File: src/rtl/calib_sched.sv
// calib_sched: round-robin front end that shares one wind-speed calibration
// engine between NCH sample requesters and tags each result with its channel.
module calib_sched #(
    parameter int NCH     = 4,
    parameter int DW      = 16,
    parameter int CAL_LAT = 5,
    parameter int CW      = $clog2(NCH)
) (
    input  logic              clk,
    input  logic              reset,
    input  logic [NCH-1:0]    req,
    input  logic [NCH*DW-1:0] din,
    output logic [NCH-1:0]    ack,
    output logic              cal_clear,
    output logic              cal_enable,
    output logic [DW-1:0]     cal_in,
    input  logic [DW-1:0]     cal_out,
    output logic [DW-1:0]     dout,
    output logic [CW-1:0]     dout_ch,
    output logic              dout_valid,
    output logic              busy
);

    typedef enum logic [1:0] {
        IDLE,
        CLEAR,
        ISSUE,
        WAIT
    } state_t;

    localparam int LW = (CAL_LAT > 1) ? $clog2(CAL_LAT) : 1;

    state_t          state, state_n;
    logic [CW-1:0]   last_grant, last_n;
    logic [LW-1:0]   cnt, cnt_n;
    logic [NCH-1:0]  ack_n;
    logic            clr_n, en_n, dv_n, busy_n;
    logic [DW-1:0]   cal_in_n, dout_n;
    logic [CW-1:0]   ch_n;

    logic            win;
    logic [CW-1:0]   gnt;
    logic [DW-1:0]   sel;
    logic            arb;
    int              s;

    // Rotating priority: search begins just after the last winner.
    always_comb begin
        win = 1'b0;
        gnt = '0;
        sel = '0;
        s   = 0;
        for (int k = 1; k <= NCH; k++) begin
            s = int'(last_grant) + k;
            if (s >= NCH) begin
                s = s - NCH;
            end
            if (!win && req[CW'(s)]) begin
                win = 1'b1;
                gnt = CW'(s);
            end
        end
        for (int i = 0; i < NCH; i++) begin
            if (gnt == CW'(i)) begin
                sel = din[i*DW +: DW];
            end
        end
    end

    always_comb begin
        state_n  = state;
        last_n   = last_grant;
        cnt_n    = cnt;
        ack_n    = '0;
        clr_n    = 1'b0;
        en_n     = 1'b0;
        dv_n     = 1'b0;
        busy_n   = busy;
        cal_in_n = cal_in;
        dout_n   = dout;
        ch_n     = dout_ch;
        arb      = 1'b0;

        unique case (state)
            IDLE: begin
                arb = 1'b1;
            end
            CLEAR: begin
                en_n    = 1'b1;
                state_n = ISSUE;
            end
            ISSUE: begin
                cnt_n   = LW'(CAL_LAT - 1);
                state_n = WAIT;
            end
            WAIT: begin
                if (cnt == '0) begin
                    dout_n = cal_out;
                    ch_n   = last_grant;
                    dv_n   = 1'b1;
                    arb    = 1'b1;
                end else begin
                    cnt_n = cnt - 1'b1;
                end
            end
            default: begin
                state_n = IDLE;
            end
        endcase

        // Final WAIT cycle re-arbitrates so conversions run back to back.
        if (arb) begin
            if (win) begin
                last_n     = gnt;
                cal_in_n   = sel;
                ack_n[gnt] = 1'b1;
                clr_n      = 1'b1;
                busy_n     = 1'b1;
                state_n    = CLEAR;
            end else begin
                busy_n  = 1'b0;
                state_n = IDLE;
            end
        end
    end

    always_ff @(posedge clk or posedge reset) begin
        if (reset) begin
            state      <= IDLE;
            last_grant <= CW'(NCH - 1);
            cnt        <= '0;
            ack        <= '0;
            cal_clear  <= 1'b0;
            cal_enable <= 1'b0;
            cal_in     <= '0;
            dout       <= '0;
            dout_ch    <= '0;
            dout_valid <= 1'b0;
            busy       <= 1'b0;
        end else begin
            state      <= state_n;
            last_grant <= last_n;
            cnt        <= cnt_n;
            ack        <= ack_n;
            cal_clear  <= clr_n;
            cal_enable <= en_n;
            cal_in     <= cal_in_n;
            dout       <= dout_n;
            dout_ch    <= ch_n;
            dout_valid <= dv_n;
            busy       <= busy_n;
        end
    end

endmodule

File: config.mk
export PLATFORM = sky130hd
export DESIGN_NAME = calib_sched
export DESIGN_NICKNAME = d
export VERILOG_FILES = /design/src/rtl/calib_sched.sv
export SDC_FILE = /design/constraint.sdc
export NUM_CORES = 1
export LEC_CHECK = 0
export ABC_AREA = 1
export CORE_ASPECT_RATIO = 1.1
export CORE_MARGIN = 5
export CORE_UTILIZATION = 25
export CTS_BUF_LIST = sky130_fd_sc_hd__clkbuf_4 sky130_fd_sc_hd__clkbuf_8
export DETAILED_ROUTE_END_ITERATION = 6
export SLEW_MARGIN = 20
export SYNTH_ARGS = -nofsm -noshare
export SYNTH_HDL_FRONTEND = slang
export SYNTH_SLANG_ARGS = --single-unit
File: constraint.sdc
create_clock -name clk -period 3.8 [get_ports clk]
set_input_delay 0.95 -clock clk [delete_from_list [all_inputs] [get_ports clk]]
set_output_delay 0.95 -clock clk [all_outputs]
set_load 0.01 [all_outputs]
# Word level (Yosys, flattened, before mapping)
# Cells that the tools add are included.
word_totals:
  register_bits: 49
  output_inout_bits: 42
  elab_cells: 95
classes:
  muxes: 43
  add_sub_neg: 9
  eq_ne: 7
  reduce_logical: 15
  n_lt_le_gt_ge: 10
op_table:
  columns: ["cell", "count"]
  rows:
  - ["two-way mux 16 bit", 4]
  - ["two-way mux 1 bit", 19]
  - ["two-way mux 2 bit", 9]
  - ["less-than comparator 2 x 4 -> 1 bit (second input constant)", 4]
  - ["greater-or-equal comparator 3 bit (second input constant)", 3]
  - ["binary-select mux 1 bit (select 2 bit)", 4]
  - ["equality test 2 bit (second input constant)", 4]
  - ["two-way mux 4 bit", 2]
  - ["subtractor 2 x 1 -> 2 bit (second input constant)", 4]
  - ["adder 2 x 2 -> 3 bit (second input constant)", 2]
  - ["one-hot mux 3 bit (2 select lines)", 1]
  - ["AND reduction 2 bit", 3]
  - ["adder 2 x 3 -> 4 bit (second input constant)", 1]
  - ["equality test 2 x 1 -> 1 bit (second input constant)", 2]
  - ["greater-or-equal comparator 4 x 3 -> 1 bit (second input constant)", 1]
  - ["logical AND 1 bit", 4]
  - ["logical NOT 2 bit", 2]
  - ["one-hot mux 2 bit (2 select lines)", 1]
  - ["adder 2 x 1 -> 3 bit (second input constant)", 1]
  - ["logical NOT 1 bit", 3]
  - ["logical NOT 3 bit", 1]
  - ["less-than comparator 2 x 3 -> 1 bit (second input constant)", 1]
  - ["two-way mux 3 bit", 1]
  - ["nonzero test 3 bit", 1]
  - ["6 further kinds", 6]

# Depth between registers and ports, before layout
logic_depth:
  ltp_word: 22
  ltp_mapped: 18

# Worst setup path before layout
# OpenSTA, ideal clock, no wires.
synth_path:
  path_kind: "input port to flip-flop"
  startpoint: "input req[3]"
  endpoint: "register cal_in[3]"
  setup_time_ps: 116
  stages: 16
  slack_ps: 1574
  arrival_ps: 2109
  n_path_buf: 2
  path_cell_list: "nand2_1 -> nand2_1 -> nand2_1 -> nand2_2 -> nor2_8 -> nand3_2 -> nand2_1 -> nand2_2 -> buf_6 -> nor2_8 -> buf_6 -> nand2_1 -> nand2_1 -> inv_1 -> nand2_1 -> nand2_1"
synth_between:
  elab_chain_len: 18
  word_cells_on_any_way: 35
synth_rtl:
  columns: ["element", "line_no", "source"]
  rows:
  - ["from (decl)", "11", "input logic [NCH-1:0] req,"]
  - ["binary-select mux 1 bit (select 2 bit)", "58", "if (!win && req[CW'(s)]) begin"]
  - ["two-way mux 1 bit (implied by the code) (2 in series)", "58", null]
  - ["two-way mux 1 bit", "58", null]
  - ["logical NOT 1 bit", "58", null]
  - ["logical AND 1 bit", "58", null]
  - ["two-way mux 1 bit", "58", null]
  - ["logical NOT 1 bit", "58", null]
  - ["logical AND 1 bit", "58", null]
  - ["two-way mux 1 bit", "58", null]
  - ["logical NOT 1 bit", "58", null]
  - ["logical AND 1 bit", "58", null]
  - ["two-way mux 2 bit", "58", null]
  - ["logical NOT 2 bit", "64", "if (gnt == CW'(i)) begin"]
  - ["two-way mux 16 bit (4 in series)", "64", null]
  - ["to (signal assigned)", "147", "cal_in <= cal_in_n;"]
  - ["to (decl)", "16", "output logic [DW-1:0] cal_in,"]
# Parallel ways exist; a longest one is shown, timed or not. The select of a mux whose other input is x is not followed.
# A chain may end at the register's enable or synchronous reset.

# Final worst setup path
layout_path:
  startpoint: "input req[2]"
  endpoint: "register cal_in[14]"
# The elaborated chain is that of the path after synthesis.

==> results.cfg <==
[synth]
synth_nets = 485
avgSynthCellArea_um2 = 7.12
synth-simple-area-share = 0.392
netlist_instances = 393
synth_compound_area_frac = 0.0501
yosysTopAreaCellShare = 0.421
synthXorXnorAreaFrac = 0
synth_fa_ha_area_frac = 0.0268
ys_ff_latch = 49
synth_top_area_cell = dfrtp_1
synthMuxAreaShare = 0
yosysWarnings = 0
ys_async_sr_fraction = 1.00
yosysSeqAreaShare = 0.439
synth-edff-count = 0
synth_top_family_by_area = simple AND/OR/NAND/NOR gates
mappedNetlistArea_mm2 = 0.00280
yosys-top-cells-area = dfrtp_1, nand2_1, nor2_1, nand3_1, inv_1
synth_flop_cell = dfrtp_1
synth_cell_types = 26

[clock_network]
clk_pin_slew_ns = 0.09
cts_resized = 0
cts-hold-fix-buffers = 0
h-tree-depth = 2
post_cts_buffers = 0
cts_sinks = 49
root_buffer = clkbuf_8
cts_tree = yes
clock_path_buffers = 2
cts_buffers = 5
worstSkewPairLatency_ns = 0.30

[finish]
fin_nets = 606
fillers = 1140
stdcell_area_mm2 = 0.00427
final_common_cell = nand2_1
stdcell_count = 662
drive_gt1_frac = 0.0660
mostFrequentLayoutCells = nand2_1, clkdlybuf4s50_1, dfrtp_1
diodes = 0
area_growth_pct = 52.6

[timing]
setup_viol = 0
slew_violations = 0
finalCritPeriodShare = 0.764
fmax_mhz = 345
post-route-min-period_ns = 2.90
skew_ns = 0.0147
setup_tns_ns = 0
slew_headroom = 0.425
holdWs_ns = 0.474
fin_ws_ns = 0.898
hold_viol = 0
worst_pin_slew_ns = 0.862
grt_setup_unrepaired = no

[floorplan]
die_h_um = 121
die_w_um = 111
io_pins = 128
core.rowCount = 40
die-area_mm2 = 0.0134
core_area_mm2 = 0.0110
initial_core_util = 0.255

[pwr]
p_sw_frac = 0.473
vdd_drop_max_uv = 400
cellPowerDensity_mw_per_mm2 = 814
p_leak_nw = 2.07
clkPwrFrac = 0.090
seqPwrFrac = 0.262
pwr-share-comb = 0.649
p_int_w = 0.00183
p_sw_w = 0.00164

[place]
place_congestion = 0.855
hpwlAfterDp_um = 6270
io_buffers = 127
post-place-cells = 654
placed_area_mm2 = 0.00418
pre_cts_slack_ns = 0.568

[min_path]
hold_start = dout[10]$_DFFE_PP0P_
hold_path_end = dout[10]$_DFFE_PP0P_
hold_class = reg2reg
min_path_cells = 2

[detailed_routing]
viasPerCell = 4.22
drc = 0
ant_nets = 0
num_vias = 2793
wl_per_cell_um = 12.4
firstDrtPassIters = 4
drt_iter0_drc = 109
wl_um = 8220

[grt]
grtUsageTotal = 0.124
overflow = 0
antenna_found_initial = 0
grt_first_pass_wirelength_um = 13700
first_global_vias = 2869
grt_max_degree = 50

[critical_path]
critical_path.reg2reg.endpoint = cal_in[14]$_DFFE_PP0P_
cp-end-kind = register
cp_data_required_time_ns = 4.05
crit_fanout = 29
cp.arrival_ns = 3.15
r2r_start = last_grant[0]$_DFFE_PP1P_
rrSetupSlack_ns = 1.26
reg2reg_depth = 14
path_class = in2reg
worstSetupStartpointType = input port

[status]
run_status = completed

[job]
max-cap-violations = 0
==> cell families after synthesis <==
kind of cell	Yosys count
AO/OA/AOI/OAI	27
adder cells (fa/ha/maj)	6
buffers and inverters	56
flip-flops	49
AND/OR/NAND/NOR	255
==> layout make-up <==
cell class                 instances  area, um^2  area share
timing repair buffer             130        1290       0.303
multi-input combinational        288        1320       0.308
sequential                        49        1230       0.288
tap                              147         184      0.0431
clock inverter                     1        5.00     0.00117
clock buffer                       7        83.8      0.0196
inverter                          40         156      0.0366
==> power by group through the flow <==
stage,sequential [W],combinational [W],clock (W)
6_report,0.000909,0.00225,0.000312
3_3_place_gp,0.000912,0.00224,0
3_5_place_dp,0.000921,0.00229,0
2_1_floorplan,0.000986,0.00149,0
4_1_cts,0.000913,0.00229,0.000336
5_1_grt,0.000941,0.00255,0.000360
==> cell usage after synthesis (2+ instances only) <==
cell	count
buf_2	6
buf_4	3
buf_6	3
clkbuf_1	4
dfrtp_1	47
dfstp_2	2
ha_1	6
inv_1	36
inv_2	3
nand2_1	157
nand2_2	7
nand2_4	2
nand3_1	30
nand4_1	2
nor2_1	46
nor2_4	2
nor2_8	2
nor3_1	5
o21ai_0	23
==> worst max-delay path by stage <==
stage | from | slack (ns) | cells after the start | endpoint
4_1_cts | req[2] | 0.90 | 14 | cal_in[13]$_DFFE_PP0P_
3_3_place_gp | req[2] | 0.65 | 14 | cal_in[15]$_DFFE_PP0P_
2_1_floorplan | req[3] | 1.57 | 16 | cal_in[3]$_DFFE_PP0P_
3_5_place_dp | req[2] | 0.57 | 14 | cal_in[14]$_DFFE_PP0P_
5_1_grt | req[3] | 0.63 | 14 | cal_in[11]$_DFFE_PP0P_
6_report | req[2] | 0.90 | 14 | cal_in[14]$_DFFE_PP0P_
==> registers in the layout (all words and copies together) (netlist names) <==
register    cells
dout_ch         2
cal_enable      1
last_grant      2
dout           16
dout_valid      1
busy            1
ack             4
state           2
cal_clear       1
cal_in         16
cnt             3
==> per-layer routing <==
metal | vias to the layer above | wire length, um | GRT usage
met5 | - | 0 | 0
met4 | 0 | 74 | 0.0331
met3 | 7 | 600 | 0.0429
met2 | 99 | 4030 | 0.221
met1 | 1237 | 3520 | 0.142
li1 | 1450 | - | -
==> critical path, cell delays in order <==
cell,delay [ns]
clkdlybuf4s50_1,0.43
nand2_1,0.08
nand2_1,0.11
nand2_2,0.12
nand2_4,0.07
nor2_8,0.10
nand3_2,0.06
nand2_1,0.07
nand2_2,0.35
nor2_8,0.33
nand2_2,0.16
o21ai_0,0.19
inv_1,0.06
nand2_1,0.06
==> per-stage QoR <==
step | utilization | total power [W]
global placement | 0.381 | 0.00315
floorplan | - | 0.00247
global route | 0.389 | 0.00385
CTS | 0.389 | 0.00354
finish | 0.389 | 0.00347
detailed placement | 0.381 | 0.00321
(Power assumes the default switching activity.)
